### config.mk
export PLATFORM = sky130hd
export DESIGN_NAME = fir_interpolator_flat
export DESIGN_NICKNAME = d
export VERILOG_FILES = /design/src/rtl/fir_interpolator_if.sv /design/src/rtl/fir_interpolator.sv /design/src/flat_wrapper.sv
export SDC_FILE = /design/constraint.sdc
export NUM_CORES = 1
export LEC_CHECK = 0
export BUFFER_PORTS_ARGS = -buffer_cell sky130_fd_sc_hd__buf_4
export CORE_AREA = 2 2 39 41
export DETAILED_ROUTE_END_ITERATION = 8
export DIE_AREA = 0 0 41 43
export HOLD_SLACK_MARGIN = 0.05
export PLACE_DENSITY_LB_ADDON = 0.08
export SLEW_MARGIN = 0
export SYNTH_ARGS = -nofsm -noshare
export SYNTH_HDL_FRONTEND = slang
export SYNTH_SLANG_ARGS = --single-unit
### constraint.sdc
create_clock -name clk_i -period 1.4 [get_ports clk_i]
set_input_delay 0.42 -clock clk_i [delete_from_list [all_inputs] [get_ports clk_i]]
set_output_delay 0.42 -clock clk_i [all_outputs]
set_load 0.02 [all_outputs]
### src/rtl/fir_interpolator_if.sv
// fir_interpolator_if: sample strobe/data in, strobed output stream and status out.
interface fir_interpolator_if #(
    parameter int num_of_bits_io = 16
);
    logic tick_i;
    logic signed [num_of_bits_io-1:0] signal_i;
    logic signed [num_of_bits_io-1:0] signal_o;
    logic valid_o;
    logic busy_o;
    logic overrun_o;
    modport master (output tick_i, signal_i, input signal_o, valid_o, busy_o, overrun_o);
    modport slave (input tick_i, signal_i, output signal_o, valid_o, busy_o, overrun_o);
endinterface

### src/rtl/fir_interpolator.sv
// fir_interpolator: polyphase interpolating FIR, one saturating MAC iterated over taps and phases.
// FIR_INTERP_PENDING_EN adds a one-deep pending sample buffer and a sticky overrun flag.
module fir_interpolator #(
    parameter int num_of_bits_internal = 18,
    parameter int num_of_bits_io = 16,
    parameter int phases = 2,
    parameter int taps_per_phase = 2,
    parameter logic signed [num_of_bits_internal-1:0] coeffs [phases*taps_per_phase] = '{default: '0}
) (
    input logic clk_i,
    input logic rst_i,
    fir_interpolator_if.slave sif
);
    localparam int W = num_of_bits_internal;
    localparam int IO = num_of_bits_io;
    localparam int T = taps_per_phase;
    localparam int KW = T > 1 ? $clog2(T) : 1;
    localparam int PHW = $clog2(phases);
    localparam int NW = $clog2(phases * T);

    typedef enum logic [1:0] {IDLE, ITERATE, EMIT} state_t;
    state_t state, state_n;
    logic [KW-1:0] k, k_n;
    logic [PHW-1:0] phase, phase_n;
    logic signed [W-1:0] acc, acc_n, acc_sat, coeff;
    logic signed [IO-1:0] in_reg [T];
    logic signed [IO-1:0] in_reg_n [T];
    logic signed [IO-1:0] out_n, start_data;
    logic signed [W+IO-1:0] prod;
    logic signed [W:0] sum;
    logic valid_n, start, last_k, last_phase;
`ifdef FIR_INTERP_PENDING_EN
    logic pend_v, pend_v_n, ovr, ovr_n, take_pend, store_pend, lost;
    logic signed [IO-1:0] pend_d, pend_d_n;
    assign sif.overrun_o = ovr;
`else
    assign sif.overrun_o = 1'b0;
`endif
    assign sif.busy_o = state != IDLE;

    always_comb begin
        last_k = k == KW'(T - 1);
        last_phase = phase == PHW'(phases - 1);
        coeff = coeffs[NW'(k * phases + phase)];
        prod = (W+IO)'(coeff) * (W+IO)'(in_reg[k]);
        sum = (W+1)'(acc) + (W+1)'(prod >>> (IO - 1));
        acc_sat = (sum[W] != sum[W-1]) ? {sum[W], {(W-1){~sum[W]}}} : sum[W-1:0];
        out_n = (&acc[W-1:IO-1] || !(|acc[W-1:IO-1])) ? acc[IO-1:0] : {acc[W-1], {(IO-1){~acc[W-1]}}};
        valid_n = state == EMIT;
`ifdef FIR_INTERP_PENDING_EN
        // A pending sample is consumed in IDLE or in the final EMIT, freeing the slot for a same-cycle tick
        take_pend = pend_v && (state == IDLE || (state == EMIT && last_phase));
        start = take_pend || (state == IDLE && sif.tick_i);
        start_data = take_pend ? pend_d : sif.signal_i;
        store_pend = sif.tick_i && (state != IDLE || take_pend);
        lost = store_pend && pend_v && !take_pend;
        pend_v_n = (store_pend && !lost) || (pend_v && !take_pend);
        pend_d_n = (store_pend && !lost) ? sif.signal_i : pend_d;
        ovr_n = ovr || lost;
`else
        start = state == IDLE && sif.tick_i;
        start_data = sif.signal_i;
`endif
        state_n = state;
        k_n = k;
        phase_n = phase;
        acc_n = acc;
        in_reg_n = in_reg;
        case (state)
            IDLE: acc_n = '0;
            ITERATE: begin
                acc_n = acc_sat;
                k_n = last_k ? k : k + 1'b1;
                state_n = last_k ? EMIT : ITERATE;
            end
            EMIT: begin
                acc_n = '0;
                k_n = '0;
                phase_n = last_phase ? '0 : phase + 1'b1;
                state_n = last_phase ? IDLE : ITERATE;
            end
            default: state_n = IDLE;
        endcase
        if (start) begin
            for (int i = T - 1; i > 0; i--) in_reg_n[i] = in_reg[i-1];
            in_reg_n[0] = start_data;
            phase_n = '0;
            k_n = '0;
            state_n = ITERATE;
        end
    end

    always_ff @(posedge clk_i or posedge rst_i) begin
        if (rst_i) begin
            state <= IDLE;
            k <= '0;
            phase <= '0;
            acc <= '0;
            in_reg <= '{default: '0};
            sif.signal_o <= '0;
            sif.valid_o <= 1'b0;
`ifdef FIR_INTERP_PENDING_EN
            pend_v <= 1'b0;
            pend_d <= '0;
            ovr <= 1'b0;
`endif
        end else begin
            state <= state_n;
            k <= k_n;
            phase <= phase_n;
            acc <= acc_n;
            in_reg <= in_reg_n;
            sif.valid_o <= valid_n;
            if (valid_n) sif.signal_o <= out_n;
`ifdef FIR_INTERP_PENDING_EN
            pend_v <= pend_v_n;
            pend_d <= pend_d_n;
            ovr <= ovr_n;
`endif
        end
    end
endmodule

### src/flat_wrapper.sv
// flat-port wrapper written by rule: the top's interface ports become plain ports
module fir_interpolator_flat 
#(
    parameter int num_of_bits_internal = 18,
    parameter int num_of_bits_io = 16,
    parameter int phases = 2,
    parameter int taps_per_phase = 2,
    parameter logic signed [num_of_bits_internal-1:0] coeffs [phases*taps_per_phase] = '{default: '0}
)
  (clk_i, rst_i, sif_tick_i, sif_signal_i, sif_signal_o, sif_valid_o, sif_busy_o, sif_overrun_o);
  fir_interpolator_if #(.num_of_bits_io(num_of_bits_io)) sif_i ();
  input logic clk_i;
  input logic rst_i;
  input wire logic [$bits(sif_i.tick_i)-1:0] sif_tick_i;
  input wire logic [$bits(sif_i.signal_i)-1:0] sif_signal_i;
  output wire logic [$bits(sif_i.signal_o)-1:0] sif_signal_o;
  output wire logic [$bits(sif_i.valid_o)-1:0] sif_valid_o;
  output wire logic [$bits(sif_i.busy_o)-1:0] sif_busy_o;
  output wire logic [$bits(sif_i.overrun_o)-1:0] sif_overrun_o;
  assign sif_i.tick_i = sif_tick_i;
  assign sif_i.signal_i = sif_signal_i;
  assign sif_signal_o = sif_i.signal_o;
  assign sif_valid_o = sif_i.valid_o;
  assign sif_busy_o = sif_i.busy_o;
  assign sif_overrun_o = sif_i.overrun_o;
  fir_interpolator #(.num_of_bits_internal(num_of_bits_internal), .num_of_bits_io(num_of_bits_io), .phases(phases), .taps_per_phase(taps_per_phase), .coeffs(coeffs)) u_core (.clk_i(clk_i), .rst_i(rst_i), .sif(sif_i));
endmodule
==> impl_metrics.csv <==
group,metric,value,unit
clock_tree,htreeDepth,1,
setup_path,cp_max_fo,2,
drt,vias,267,
pwr,swShare,38.4,%
setup_path,path_cells,"inv_2 -> ha_4 -> inv_4 -> buf_6",
run_status,violations,"setup timing",
placement,hpwlAfterDp,476,µm
drt,final_antenna_net_count,0,
clock_tree,cts-root-buf,"clkbuf_4",
clock_tree,clkSlewWorstSetupHoldPaths,50,ps
clock_tree,max-clock-path-buffers,2,
setup_path,worstReg2RegStart,"u_core.state[0]",
finish,n_antenna_cell,0,
finish,layout.cells.non_filler,72,
placement,post-place-cells,64,
setup_path,worstSetupPathType,"reg -> out",
yosys,syn_inst,42,
clock_tree,clock_latency,250,ps
run_status,status,"complete, but fails checks",
drt,viasPerCell,3.71,
timing,clock.fmax,0.698,GHz
setup_path,cp.arrival,1010,ps
floorplan,die_width,41,µm
setup_path,required,980,ps
grt,track_usage,10.2,%
pwr,power.switching,0.382,mW
pwr,power_frac_comb,58.8,%
grt,grt_overflow_total,0,
placement,gp_congestion,0.744,
clock_tree,clock-sinks,5,
grt,antenna_found_initial,0,
setup_path,rr_endpoint,"u_core.state[0]",
floorplan,io_pins,38,
drt,wl,637,µm
yosys,ys_seq_area_share,31.6,%
setup_path,cp-end-kind,"primary output",
drt,drc,0,
yosys,synth.ff_latch_count,5,
setup_path,setup.worst_path.start,"u_core.state[0]",
yosys,yosysUniqueCellTypes,14,
timing,clock_skew,3.85,ps
floorplan,start_util,28.6,%
timing,slew_violations,0,
pwr,p_int,0.613,mW
setup_path,slowest_delay,380,ps
setup_path,worstSetupEndpoint,"sif_busy_o",
drt,first_pass_iters,2,
timing,setup_ws,-32.9,ps
timing,hold_viol,0,
setup_path,crit_slowest_cell,"dfrtp_1",
floorplan,core,1380,µm²
grt,first_global_vias,252,
pwr,peakVddDrop,0.681,mV
worst_hold_path,worstHoldPathType,"in -> async",
timing,whs,81.0,ps
floorplan,rows,14,
timing,min_period,1430,ps
drt,first_iter_violations,4,
grt,grt_pass1_wl,1080,µm
floorplan,die_y,43,µm
clock_tree,tritoncts,"built",
placement,io_buffers,4,
yosys,avgSynthCellArea,9.41,µm²
yosys,yosys_warnings,0,
pwr,seq_power_share,23.6,%
finish,drive_above_1_share,33.9,%
floorplan,die_area,1760,µm²
setup_path,worstSetupStartpointType,"flip-flop",
clock_tree,cts_buffers,3,
pwr,p_leak,0.259,nW
pwr,clockPowerShare,17.6,%
pwr,powerDensity,2090,nW/µm²
setup_path,reg2reg_depth,6,
grt,grt_max_degree,6,
timing,rsz0062_at_grt,"yes",
setup_path,r2r_slack,120,ps
job,max_cap_violations,0,
timing,setup_viol,1,
finish,area_delta_synth_final,20.3,%
timing,fin_crit_sh,102,%
yosys,syn_area,395,µm²
drt,routedWlPerCell,8.85,µm
finish,nets,80,
-- power by group through the flow --
stage | combinational [mW] | sequential, mW | clock (mW)
after detailed placement | 0.425 | 0.235 | 0
after global placement | 0.424 | 0.233 | 0
after CTS | 0.543 | 0.236 | 0.179
after floorplan | 0.303 | 0.242 | 0
final | 0.586 | 0.235 | 0.175
after global routing | 0.671 | 0.239 | 0.196
-- synth_stat cells --
master    instances  area (µm²)
a21oi_1           1        5.00
o21ai_1           2        10.0
nor2_1            1        3.75
conb_1            1        3.75
o31ai_2           1        12.5
a211oi_1          1        7.51
dfrtp_1           5         125
and2b_1           2        15.0
xnor2_1           1        8.76
inv_1             4        15.0
nand4_1           1        6.26
o21ai_0           1        5.00
ha_1              4        50.1
buf_4            17         128
-- layer usage --
| layer | vias up | share of wire [%] | global-route usage (%) |
|---|---|---|---|
| met1 | 127 | 41 | 13.4 |
| met3 | 2 | 5.0 | 3.14 |
| met2 | 12 | 50 | 12.2 |
| met5 | - | 0 | 0 |
| li1 | 126 | - | - |
| met4 | 0 | 3.8 | 10.0 |
-- critical path, delay by kind of cell, from the launching register on --
kind	cells	cell delay, ps
buf+inv	3	240
fa+ha+maj	1	150
flops	1	380
-- sequential cells by signal, summed over array words and instances (netlist names) --
name / count
u_core.state: 2
u_core.last_phase: 1
u_core.sif.valid_o: 1
u_core.k: 1
-- through the flow --
step	power (mW)	utilization (%)	instance area [µm²]	setup WS (ps)	TNS, ps
after floorplan	0.545	-	455	134	0
after global placement	0.658	28.9	400	135	0
after detailed placement	0.659	28.9	400	135	0
after CTS	0.958	33.3	460	-39.4	-39.4
after global routing	1.11	34.4	475	-77.1	-77.1
final	0.996	34.4	475	-32.9	-32.9
-- area by class of cell --
cell class,count,area (µm²)
inverters,4,17.5
well taps,16,20.0
clock buffers,4,26.3
repair buffers,11,86.3
flip-flops and latches,5,125
multi-input cells,32,200
fillers,158,908
-- worst min-delay path by stage --
stage	end	from	cells past startpoint
finish	u_core.sif.valid_o	rst_i	2
CTS	u_core.sif.valid_o	rst_i	2
global route	u_core.sif.valid_o	rst_i	2
detailed placement	u_core.sif.valid_o	rst_i	2
floorplan	u_core.k	rst_i	1
global placement	u_core.sif.valid_o	rst_i	2
-- cell families (layout without fill, tap and decap cells) --
logic type               count (synthesis)  in the layout  synth area share, %
adder cells (fa/ha/maj)                  4              4                 12.7
other                                    1             17                0.948
AO/OA/AOI/OAI                            6              6                 10.1
AND/OR/NAND/NOR                          4              4                 6.33
XOR/XNOR                                 1              1                 2.22
buffers and inverters                   21             19                 36.1
flip-flops                               5              5                 31.6
-- timing repair --
| action | in CTS | in global routing |
|---|---|---|
| setup buffers | 2 | 2 |
| setup endpoints to repair | 1 | 1 |
| hold buffers | 0 | 0 |
| resized for setup | 7 | 0 |
| pin swaps | 1 | 1 |
| gates cloned | 0 | 0 |
-- layout by cell type (no fill, tap or decap), drive strengths merged --
| cell | synthesis | final |
|---|---|---|
| conb | 1 | 17 |
| buf | 17 | 11 |
| dfrtp | 5 | 5 |
| ha | 4 | 4 |
| clkbuf | 0 | 4 |
| inv | 4 | 4 |
| o21ai | 3 | 3 |
| and2b | 2 | 2 |
| nand4 | 1 | 1 |
| o31ai | 1 | 1 |
| xnor2 | 1 | 1 |
| a21oi | 1 | 1 |
| nor2 | 1 | 1 |
| a211oi | 1 | 1 |
Note: power is estimated with default switching activity, not from simulation.
